**src/rtl/arb4_rr_ctrl.sv**
```systemverilog
// arb4_rr_ctrl: 4-way round-robin arbiter with per-owner burst limit and registered 4:1 mux select.
module arb4_rr_ctrl #(
    parameter int MAX_BURST = 4
) (
    input  logic       clk,
    input  logic       reset,
    input  logic [3:0] req,
    output logic [3:0] gnt,
    output logic       sel0,
    output logic       sel1,
    output logic       busy
);
    typedef enum logic {IDLE, OWNED} state_t;
    localparam logic [3:0] LIMIT = 4'(MAX_BURST - 1);
    state_t     state;
    logic [1:0] last, sel, nxt;
    logic [3:0] cnt;
    logic       take, drop, at_limit, others;
    assign sel0 = sel[0];
    assign sel1 = sel[1];
    // Scanning downward leaves the nearest index after last as the winner; last itself ranks lowest.
    always_comb begin
        nxt = last;
        for (int i = 4; i >= 1; i--)
            if (req[2'(int'(last) + i)]) nxt = 2'(int'(last) + i);
        at_limit = cnt == LIMIT;
        others   = |(req & ~(4'b0001 << last));
        take     = (state == IDLE || !req[last]) ? |req : at_limit && others;
        drop     = state == OWNED && req == 4'b0000;
    end
    always_ff @(posedge clk) begin
        if (reset) begin
            state <= IDLE;
            gnt   <= 4'b0000;
            busy  <= 1'b0;
            sel   <= 2'd0;
            last  <= 2'd3;
            cnt   <= 4'd0;
        end else if (take) begin
            state <= OWNED;
            gnt   <= 4'b0001 << nxt;
            busy  <= 1'b1;
            sel   <= nxt;
            last  <= nxt;
            cnt   <= 4'd0;
        end else if (drop) begin
            state <= IDLE;
            gnt   <= 4'b0000;
            busy  <= 1'b0;
            cnt   <= 4'd0;
        end else if (state == OWNED) begin
            cnt <= at_limit ? 4'd0 : cnt + 4'd1;
        end
    end
endmodule

```
**config.mk**
```make
export PLATFORM = sky130hd
export DESIGN_NAME = arb4_rr_ctrl
export DESIGN_NICKNAME = d
export VERILOG_FILES = /design/src/rtl/arb4_rr_ctrl.sv
export SDC_FILE = /design/constraint.sdc
export NUM_CORES = 1
export LEC_CHECK = 0
export CAP_MARGIN = 40
export CORE_UTILIZATION = 52
export CTS_CLUSTER_SIZE = 28
export DETAILED_ROUTE_END_ITERATION = 12
export PLACE_DENSITY = 0.78
export SLEW_MARGIN = 20
export SYNTH_ARGS = -nofsm -noshare
export SYNTH_HDL_FRONTEND = slang
export SYNTH_SLANG_ARGS = --single-unit
export TNS_END_PERCENT = 10
```
**constraint.sdc**
```tcl
create_clock -name clk -period 5.9 [get_ports clk]
set_input_delay 1.475 -clock clk [delete_from_list [all_inputs] [get_ports clk]]
set_output_delay 1.475 -clock clk [all_outputs]
set_load 0.03 [all_outputs]
```
# Yosys cells after proc, flatten, opt, wreduce, memory -nomap -nowiden
# Index checks and enable logic that the tools add are counted.
[totals] reg_bits=13 latchBits=0 mem_bits_rw=0 romBits=0 input_bits=6 out_inout_bits=7 elab_cells=54 n_memories=0
[op_classes] addsub=5 multipliers=0 n_div=0 magnitude_cmp=5 eq_ne=1 shift=2 n_mux=24 bitwise_logic=3 n_reduce_logical=9
[op_table] op="$lt A2 B4 Y1 const B" n=4
[op_table] op="$mux W1" n=12
[op_table] op="$mux W4" n=3
[op_table] op="$bmux W1 S2" n=5
[op_table] op="$mux W2" n=4
[op_table] op="$reduce_or A4 Y1" n=2
[op_table] op="$shl A1 B2 Y4 const A" n=2
[op_table] op="$add A2 B1 Y2 const B" n=2
[op_table] op="$add A2 B2 Y2 const B" n=2
[op_table] op="$add A4 B1 Y4 const B" n=1
[op_table] op="$and A4 B4 Y4" n=1
[op_table] op="$eq A4 B2 Y1 const B" n=1
[op_table] op="$logic_not A4 Y1" n=1
[op_table] op="$not A4 Y4" n=1
[op_table] op="$lt A2 B3 Y1 const B" n=1
[op_table] op="$reduce_or A3 Y1" n=1
[op_table] op="$logic_and A1 B1 Y1" n=2
[op_table] op="$reduce_bool A2 Y1" n=1
[op_table] op="$logic_not A1 Y1" n=1
[op_table] op="$logic_or A1 B1 Y1" n=1
[op_table] op="$not A1 Y1" n=1

# Depth between registers and ports, before layout
# Gate-level depths: netlist of the first run.
[logic_depth] word_depth=10 depth_mapped=9 ltp_nobuf=7

# Worst setup path after synthesis of the first run
# Ideal clock, no wire load.
[synth_path] kind="input to register" start="in req[0]" end="reg last[0]" setup_time_ps=120 t_arrival_ps=2542 t_required_ps=5780 path_slack_ps=3238 stages=6 n_path_buf=2 cell_sequence="buf_2 nor4_1 mux2_4 buf_6 and2_1 o21bai_2"
[synth_via] elab_chain_len=7 elab_cells_between_ends=25 cone_classes="19 x mux; 1 x bitwise; 5 x reduce/logical"
[synth_lines] element="start: declaration" line="7" text="input logic [3:0] req,"
[synth_lines] element="$bmux W1 S2" line="25" text="if (req[2'(int'(last) + i)]) nxt = 2'(int'(last) + i);"
[synth_lines] element="$mux W1 (implied by the code) (2 in a row)" line="25"
[synth_lines] element="$mux W2 (4 in a row)" line="25"
[synth_lines] element="end signal: assignment" line="44" text="last <= nxt;"
[synth_lines] element="end: declaration" line="16" text="logic [1:0] last, sel, nxt;"
# Parallel ways exist; a longest one is shown, timed or not. The select of a mux whose other input is x is not followed.
# A chain may end at the register's enable or synchronous reset.

# Worst setup path after layout of the first run
[layout_path] start="in req[1]" end="reg gnt[1]"
[layout_via] elab_chain_len=9 elab_cells_between_ends=30 cone_classes="1 x shift; 20 x mux; 1 x bitwise; 8 x reduce/logical"
[layout_lines] element="$bmux W1 S2" line="25"
[layout_lines] element="$mux W1 (implied by the code) (2 in a row)" line="25"
[layout_lines] element="$mux W2 (4 in a row)" line="25"
[layout_lines] element="$shl A1 B2 Y4" line="41" text="gnt <= 4'b0001 << nxt;"
[layout_lines] element="$mux W4" line="39" text="end else if (take) begin"
[layout_lines] element="end signal: assignment" line="41"
[layout_lines] element="end: declaration" line="8" text="output logic [3:0] gnt,"
# Parallel ways exist; a longest one is shown, timed or not. The select of a mux whose other input is x is not followed.

==> impl_metrics.toml, run 1 <==
[clock_network]
hold_buffers = 0
clock_path_buffers = 2
h-tree-depth = 1
cts_inserted_buffers = 3
cts-resized-gates = 0
cts_tree = "done"
clkSinkCount = 13
cts_root_buf = "clkbuf_4"
clkSlewWorstSetupHoldPaths_ns = 0.07
cts_setup_buffers = 0
clk_latency_ns = 0.27

[status]
status = "completed"

[setup_path]
regToRegSetupSlack_ns = 3.71
slowest_stage = "clkdlybuf4s50_1"
worstPathArrival_ns = 3.24
critPathCaptureType = "flip-flop"
ff2ff_path_depth = 7
critPathLaunchType = "primary input"
crit_chain = "clkdlybuf4s50_1, nor4_1, mux2_4, nor2_1, a32o_1"
max_stage_delay_ns = 0.55
crit_type = "in -> reg"
worstPathMaxFanout = 13
crit_required_ns = 6.06

[synth]
syn_area_um2 = 797
synth_top_family_by_area = "simple AND/OR/NAND/NOR gates"
synthXorXnorAreaFrac_pct = 1.10
synth_compound_area_share_pct = 15.5
synth_fp_nets = 96
synth-edff-count = 0
syn_inst = 85
syn_area_per_cell_um2 = 9.38
synth_flop_cell = "dfxtp_1"
muxShareOfSynthArea_pct = 14.8
synth_cell_types = 32
ys_warn_count = 0
synth_adder_area_share_pct = 7.85
seq_area_frac_synth_pct = 32.7
synth-simple-area-share_pct = 21.8
synth_seq_cells = 13
async_reset_ff_share_pct = 0

[route]
vias_per_cell = 5.75
routed_wl_um = 1490
avgRoutedWirePerCell_um = 13.6
firstDrtPassIters = 4
drc_errors = 0
ant_nets = 0
drtIter0Drc = 11
vias = 633

[floorplanning]
initial_core_util_pct = 58.3
die-area_um2 = 1690
ioPinCount = 13
fp.dieW_um = 41.2
core.rowCount = 13
die-height_um = 41.2
core_um2 = 1370

[layout]
regArea_um2 = 260
area_growth_pct = 15.4
nets = 107
fillers = 134
multi_input_area_um2 = 487
layout-drive-gt1-share_pct = 8.42
final_cell_mix = "dfxtp_1, clkdlybuf4s50_1, nor2_1, nor2b_1, mux2i_1"
final_common_cell = "dfxtp_1"
n_antenna_cell = 0
fin_util_pct = 67.3

[worst_hold_path]
hold_path.class = "reg -> reg"
hold_depth = 1

[timing]
timing.hold.ws_ns = 0.506
slew_viol_final = 0
final.setup.tns_ns = 0
max_freq_mhz = 325
tightest_slew_ns = 0.511
rsz0062_at_grt = "no"
setup_viol = 0
period_share_pct = 52.1
final_hold_viol_count = 0
finalClockSkew_ns = 0.000641
min_period_ns = 3.08
maxSlewHeadroom_pct = 65.6

[flow_run]
maxCapViolCount = 0

[place]
gp_congestion = 0.763
portBuffers = 12
hpwl_um = 1170

[global_routing]
antenna_found_initial = 0
grt_max_degree = 14
grt_pass1_vias = 498
grt_pass1_wl_um = 2220
overflow = 0
grt_use_total_pct = 20.6

[pwr]
p_per_area_nw_per_um2 = 339
leakage_nw = 0.386
p_total_mw = 0.312
peakVddDrop_uv = 222
[critical path: cells and delay by family]
kind | cells | cell delay (ns)
AND/OR/NAND/NOR | 2 | 0.65
buffers and inverters | 1 | 0.55
multiplexers | 1 | 0.34
AO/OA/AOI/OAI | 1 | 0.23
[Yosys cell counts, types with 2 or more instances]
| master | n | area share, % |
|---|---|---|
| a21oi_1 | 3 | 1.9 |
| a32o_1 | 4 | 5.0 |
| and2_1 | 2 | 1.6 |
| buf_2 | 4 | 2.5 |
| buf_6 | 2 | 2.8 |
| dfxtp_1 | 13 | 33 |
| ha_1 | 5 | 7.8 |
| inv_1 | 2 | 0.94 |
| mux2_1 | 2 | 2.8 |
| mux2i_1 | 8 | 10 |
| nand2_1 | 2 | 0.94 |
| nand2b_1 | 2 | 1.6 |
| nor2_1 | 8 | 3.8 |
| nor2b_1 | 8 | 6.3 |
| nor3b_1 | 2 | 1.9 |
| o22ai_1 | 2 | 1.6 |
[cells by family (layout without fill, tap and decap cells)]
family | after synthesis | count (layout)
xor gates and xnor gates | 1 | 1
muxes | 11 | 11
adders and majority gates | 5 | 5
and+or+nand+nor | 31 | 31
AOI/OAI and AO/OA | 16 | 16
buffers and inverters | 8 | 18
DFF | 13 | 13
[final timing paths]
| path | start | to |
|---|---|---|
| max reg2reg | last[1] | gnt[3] |
| min | gnt[3] | gnt[3] |
| max | req[1] | gnt[1] |
| min reg2reg | gnt[3] | gnt[3] |
[state kept, by name, summed over array words and instances, names as in the netlist]
register,flops
sel,2
cnt,4
state,1
gnt,4
last,2
[metal layers]
metal | vias up | GRT usage, % | part of all wire, % | routed length [um]
met5 | - | 0 | 0 | 0
met4 | 0 | 4.84 | 0 | 0
met3 | 0 | 8.15 | 3.5 | 52
met2 | 12 | 32.8 | 50 | 740
met1 | 296 | 25.9 | 47 | 699
li1 | 325 | - | - | -
[final cells by class]
| type | instances | area share (%) |
|---|---|---|
| Multi-Input combinational cell | 64 | 52.9 |
| Sequential cell | 13 | 28.3 |
| Timing Repair Buffer | 12 | 13.1 |
| Clock buffer | 4 | 2.86 |
| Tap cell | 15 | 2.04 |
| Inverter | 2 | 0.816 |
[where the power goes]
group / internal [mW] / switching, mW
registers: 0.103 / 0.0176
clock network: 0.0262 / 0.0261
logic: 0.0642 / 0.0748
[per-stage QoR]
| step | instances | worst slack (ns) | cell area (um2) |
|---|---|---|---|
| 2_1_floorplan | 85 | 3.24 | 797 |
| 3_3_place_gp | 106 | 2.51 | 893 |
| 3_5_place_dp | 106 | 2.56 | 893 |
| 4_1_cts | 110 | 2.85 | 920 |
| 5_1_grt | 110 | 2.69 | 920 |
| 6_report | 110 | 2.82 | 920 |
Power figures use the tool's default switching activity.
==> run 2, diff against run 1 <==
--- a/config.mk
+++ b/config.mk
@@ -6,10 +6,10 @@
 export NUM_CORES = 1
 export LEC_CHECK = 0
 export CAP_MARGIN = 40
-export CORE_UTILIZATION = 52
+export CORE_UTILIZATION = 46
 export CTS_CLUSTER_SIZE = 28
 export DETAILED_ROUTE_END_ITERATION = 12
-export PLACE_DENSITY = 0.78
+export PLACE_DENSITY = 0.73
 export SLEW_MARGIN = 20
 export SYNTH_ARGS = -nofsm -noshare
 export SYNTH_HDL_FRONTEND = slang
==> constraint.sdc (replaced) <==
create_clock -name clk -period 2.8 [get_ports clk]
set_input_delay 0.7 -clock clk [delete_from_list [all_inputs] [get_ports clk]]
set_output_delay 0.7 -clock clk [all_outputs]
set_load 0.03 [all_outputs]
==> impl_metrics.toml, run 2 (synthesis gave the netlist of run 1 again) <==
[status]
status = "finished with violations"
violations = "DRC"

[clock_network]
cts_inserted_buffers = 3
cts_tree = "done"
clkSlewWorstSetupHoldPaths_ns = 0.07
clock_path_buffers = 2
h-tree-depth = 1
clkSinkCount = 13
clk_latency_ns = 0.27
cts_root_buf = "clkbuf_4"
cts-resized-gates = 0
hold_buffers = 0
cts_setup_buffers = 0

[timing]
min_period_ns = 2.25
timing.hold.ws_ns = 0.503
slew_viol_final = 0
tightest_slew_ns = 0.459
setup_viol = 0
final_hold_viol_count = 0
period_share_pct = 80.2
finalClockSkew_ns = 0.00203
max_freq_mhz = 445
maxSlewHeadroom_pct = 69.4
final.setup.tns_ns = 0
rsz0062_at_grt = "no"

[route]
avgRoutedWirePerCell_um = 12.5
firstDrtPassIters = 8
drc_errors = 1
routed_wl_um = 1390
drtIter0Drc = 14
vias = 609
vias_per_cell = 5.49
ant_nets = 0

[floorplanning]
ioPinCount = 13
core_um2 = 1560
die-height_um = 43.6
core.rowCount = 14
die-area_um2 = 1900
initial_core_util_pct = 51.1
fp.dieW_um = 43.6

[place]
portBuffers = 12
gp_congestion = 0.833
hpwl_um = 972

[global_routing]
overflow = 0
grt_max_degree = 14
grt_use_total_pct = 16.3
antenna_found_initial = 0
grt_pass1_wl_um = 2340
grt_pass1_vias = 551

[layout]
reg_top3 = "cnt: 4 flops, gnt: 4 flops"
nets = 107
final_cell_mix = "dfxtp_1, clkdlybuf4s50_1, nor2_1, nor2b_1, mux2i_1"
area_growth_pct = 15.5
layout-drive-gt1-share_pct = 8.42
final_common_cell = "dfxtp_1"
n_antenna_cell = 0

[setup_path]
worstPathArrival_ns = 2.41
worstPathMaxFanout = 13
critPathLaunchType = "primary input"
crit_required_ns = 2.97
r2r_start = "last[1]"
crit_type = "in -> reg"
cp-startpoint = "req[3]"
critPathCaptureType = "flip-flop"

[pwr]
leakage_nw = 0.386
p_per_area_nw_per_um2 = 711
peakVddDrop_uv = 389

[worst_hold_path]
hold_path.class = "reg -> reg"
holdCritStartpoint = "gnt[0]"

[flow_run]
maxCapViolCount = 0
==> run 2: cell counts in the layout (fill, tap and decap cells not counted) <==
Identical to the previous run, type by type.
==> run 2: metrics by stage <==
stage | util, % | total power, mW | area, um2 | setup WS [ns] | cells
finish | 59.1 | 0.655 | 921 | 0.555 | 111
global route | 59.1 | 0.696 | 921 | 0.382 | 111
CTS | 59.1 | 0.659 | 921 | 0.565 | 111
detailed placement | 57.4 | 0.543 | 895 | 0.291 | 107
global placement | 57.4 | 0.542 | 895 | 0.268 | 107
floorplan | - | 0.478 | 797 | 0.910 | 85
==> run 2: where the power goes <==
| part | switching [mW] | total [mW] | internal (mW) | leakage (nW) |
|---|---|---|---|---|
| registers | 0.0357 | 0.253 | 0.217 | 0.107 |
| clock network | 0.0569 | 0.112 | 0.0553 | 0.0150 |
| logic | 0.155 | 0.290 | 0.135 | 0.264 |
| total | 0.247 | 0.655 | 0.408 | 0.386 |
==> run 2: path summary, 6_finish.rpt <==
path,to,slack (ns),cells after the start
max,gnt[1],0.55,6
min,gnt[0],0.50,1
max reg2reg,gnt[3],0.60,7
min reg2reg,gnt[0],0.50,1
==> run 2: layout make-up <==
cell class / instances / area, um2
Clock buffer: 4 / 26.3
Tap cell: 16 / 20.0
Sequential cell: 13 / 260
Timing Repair Buffer: 12 / 120
Inverter: 2 / 7.51
Multi-Input combinational cell: 64 / 487
Fill cell: 141 / 638
==> run 2: critical path, stage by stage <==
cell             delay (ns)
clkdlybuf4s50_1        0.54
nor2b_1                0.20
o41ai_1                0.35
mux2_4                 0.29
nor2_1                 0.10
a32o_1                 0.24
==> run 2: layer usage <==
metal | vias to the layer above | wire [um] | GRT usage [%] | share of wire (%)
li1 | 323 | - | - | -
met1 | 268 | 732 | 21.9 | 53
met2 | 13 | 570 | 24.5 | 41
met3 | 5 | 54 | 1.67 | 3.9
met4 | 0 | 31 | 11.3 | 2.2
met5 | - | 0 | 0 | 0
